<file path="config.mk">
export PLATFORM = sky130hd
export DESIGN_NAME = osc_lfsr
export DESIGN_NICKNAME = d
export VERILOG_FILES = /design/src/rtl/osc_pkg.sv /design/src/rtl/osc_lfsr.sv
export SDC_FILE = /design/constraint.sdc
export NUM_CORES = 1
export LEC_CHECK = 0
export ABC_CLOCK_PERIOD_IN_PS = 2800
export CAP_MARGIN = 10
export CELL_PAD_IN_SITES_DETAIL_PLACEMENT = 1
export CELL_PAD_IN_SITES_GLOBAL_PLACEMENT = 2
export CORE_UTILIZATION = 34
export CTS_CLUSTER_SIZE = 20
export DETAILED_ROUTE_END_ITERATION = 10
export GPL_TIMING_DRIVEN = 0
export HOLD_SLACK_MARGIN = 0.05
export PLACE_DENSITY_LB_ADDON = 0.1
export SYNTH_ARGS = -nofsm -noshare
export SYNTH_HDL_FRONTEND = slang
export SYNTH_SLANG_ARGS = --single-unit
</file>
<file path="constraint.sdc">
create_clock -name emu_clk -period 2.8 [get_ports emu_clk]
set_input_delay 0.56 -clock emu_clk [delete_from_list [all_inputs] [get_ports emu_clk]]
set_output_delay 0.56 -clock emu_clk [all_outputs]
set_load 0.02 [all_outputs]
</file>
<file path="src/rtl/osc_pkg.sv">
// Shared definitions for the emulated-time oscillator and its time-manager consumer.
package osc_pkg;

    typedef enum logic [1:0] {
        IDLE  = 2'd0,
        RUN   = 2'd1,
        DRAIN = 2'd2
    } osc_state_t;

    // Fibonacci feedback taps 16,14,13,11 (bit positions 15,13,12,10).
    localparam logic [15:0] LFSR_TAPS    = 16'hB400;
    localparam logic [15:0] SEED_DEFAULT = 16'hACE1;

    // All-ones value of a w-bit time quantity; reserved to mean "no constraint".
    function automatic logic [63:0] dt_max(input int unsigned w);
        return (64'd1 << w) - 64'd1;
    endfunction

endpackage

</file>
<file path="src/rtl/osc_lfsr.sv">
// 16-bit Fibonacci LFSR used as the jitter source; steps only when adv is high.
module osc_lfsr
    import osc_pkg::*;
#(
    parameter logic [15:0] SEED = SEED_DEFAULT
) (
    input  logic        emu_clk,
    input  logic        emu_rst_n,
    input  logic        adv,
    output logic [15:0] lfsr
);

    always_ff @(posedge emu_clk or negedge emu_rst_n) begin
        if (!emu_rst_n) begin
            lfsr <= SEED;
        end else if (adv) begin
            lfsr <= {lfsr[14:0], ^(lfsr & LFSR_TAPS)};
        end
    end

endmodule

</file>
==> impl_metrics.toml <==
[outcome]
status = "completed"

[critical_path]
crit_family = "buffers and inverters"
required_ns = 2.24
cp_cell_sequence = "clkdlybuf4s50_1"
start_kind = "register"
critPathSlowestCell = "clkdlybuf4s50_1"
crit_path_max_incr_delay_ns = 0.61
critPathMaxFanout = 4
worstPathArrival_ns = 1.47
cp_num_buf_inv = 1
cp-end-kind = "output port"
path_class = "register to output port"

[clocking]
cts_tree = "yes"
cts_resized = 0
cts_buffers = 3
insertion_delay_ns = 0.27
cts_setup_buffers = 0
htreeDepth = 1
cts_root_buf = "clkbuf_4"
holdBufCountCts = 0
clkTransAtPathRegs_ns = 0.08
cts_buffer_depth = 2
cts.sinks = 16

[layout]
reg_top3 = "lfsr: 16 flops"
n_fill_cell = 190
n_antenna_cell = 0
fin_area_um2 = 903
nets = 63
regMostFlops = "lfsr"
largest_reg_flops = 16
drive_gt1_share_pct = 47.5
area_delta_synth_final_pct = 33.7

[placement]
place_ws_ns = 1.08
place_congestion = 0.641
placed_cell_area_um2 = 877
port_buffers = 17
dpl.hpwl_um = 802

[sta]
finClkSkew_ns = 0.00237
fmax_mhz = 493
relSlewSlack_pct = 53.8
tns_ns = 0
setup_violations = 0
fin_ws_ns = 0.771
slew_violations = 0
worst_pin_slew_ns = 0.691
hold_violations = 0
period_share_pct = 72.5
rsz0062_at_grt = "false"
layout_min_cycle_time_ns = 2.03

[drt]
antenna_left = 0
wirelength_um = 1110
wl_per_cell_um = 13.3
drtIter0Drc = 1
drc = 0
routed_via_density = 4.52
vias = 380
dr.pass1.iters = 2

[synth]
synth_cells = 38
synth_xor_xnor_area_share_pct = 3.89
synth_fa_ha_area_share_pct = 0
synth_compound_area_share_pct = 0.741
synth_mux_area_share_pct = 29.4
avgSynthCellArea_um2 = 17.8
ys_warn_count = 0
ys_seq_area_share_pct = 60.7
synth_seq_cells = 16
syn_area_um2 = 676
yosys.area_share.simple_pct = 0.556
synthDistinctLibCells = 9
syn_nets = 41
synth_top_family_by_area = "multiplexers"

[global_routing]
first_global_vias = 378
grt_pass1_wl_um = 1770
antenna_found_initial = 0
grt_max_degree = 17
grtUsageTotal_pct = 12.3
grt-ovfl-total = 0

[floorplanning]
start_util_pct = 37.5
die_w_um = 46.6
io_pins = 19
core_um2 = 1800
fp.dieH_um = 46.6
dieArea_um2 = 2170
rows = 15

[power]
switching_share_pct = 34.6
p_comb_share_pct = 50.0
seqPwrFrac_pct = 40.3
leakagePower_nw = 0.375
p_int_mw = 0.811
p_per_area_nw_per_um2 = 1370
switchingPower_mw = 0.429
ir_drop_mv = 0.538
power.share.clock_pct = 9.8

[job]
drv_cap = 0

[hold_path]
min_path_type = "register to register"
-- cell usage in the layout (no fill, tap or decap), drive strengths merged --
| cell | n |
|---|---|
| mux2 | 15 |
| dfrtp | 8 |
| clkbuf | 4 |
| xnor2 | 3 |
| clkdlybuf4s50 | 17 |
| buf | 2 |
| dfstp | 8 |
| a21oi | 1 |
| nor2 | 1 |
-- power by group through the flow --
| stage | clock network, mW | registers [mW] | logic (mW) |
|---|---|---|---|
| 2_1_floorplan | 0 | 0.636 | 0.209 |
| 3_3_place_gp | 0 | 0.491 | 0.618 |
| 3_5_place_dp | 0 | 0.507 | 0.624 |
| 4_1_cts | 0.132 | 0.503 | 0.629 |
| 5_1_grt | 0.141 | 0.517 | 0.663 |
| 6_report | 0.121 | 0.499 | 0.620 |
-- area by class of cell --
cell class                      instances  area, µm²  share of cell area [%]
Clock buffer                            4       26.3                    2.91
Tap cell                               25       31.3                    3.46
Buffer                                  2       31.3                    3.46
Multi-Input combinational cell         20        234                    25.9
Sequential cell                        16        410                    45.4
Timing Repair Buffer                   17        170                    18.8
-- Yosys cell counts --
cell type / count / area share (%)
dfrtp_1: 8 / 30
dfstp_2: 8 / 31
mux2_4: 8 / 18
mux2_2: 7 / 12
xnor2_1: 3 / 3.9
a21oi_1: 1 / 0.74
buf_12: 1 / 3.0
buf_6: 1 / 1.7
nor2_1: 1 / 0.56
-- per-stage QoR --
stage,cells,hold slack (ns),power [mW],utilization (%)
after floorplan,38,0.264,0.845,-
after global placement,80,0.488,1.11,48.7
after detailed placement,80,0.503,1.13,48.7
after CTS,84,0.519,1.26,50.1
after global routing,84,0.568,1.32,50.1
final,84,0.511,1.24,50.1
-- kinds of logic after synthesis --
group,count (synthesis)
AOI/OAI and AO/OA,1
buffers and inverters,2
and+or+nand+nor,1
DFF,16
muxes,15
xor gates and xnor gates,3
-- per-layer routing --
metal	up-vias	global-route usage (%)	routed length, µm
met2	12	16.1	560
met5	-	0	0
li1	174	-	-
met4	0	8.82	12
met1	192	16.6	493
met3	2	3.92	46
-- path summary, 6_finish.rpt --
path | slack (ns) | depth (start not counted) | startpoint | to
setup / recovery | 0.77 | 1 | lfsr[13] | lfsr[13]
hold / removal | 0.51 | 2 | lfsr[0] | lfsr[0]
setup reg to reg | 1.77 | 3 | lfsr[13] | lfsr[0]
hold reg to reg | 0.51 | 2 | lfsr[0] | lfsr[0]
max in group asynchronous | 1.67 | 1 | emu_rst_n | lfsr[1]
min in group asynchronous | 0.69 | 1 | emu_rst_n | lfsr[8]
Note: power is estimated with default switching activity, not from simulation.
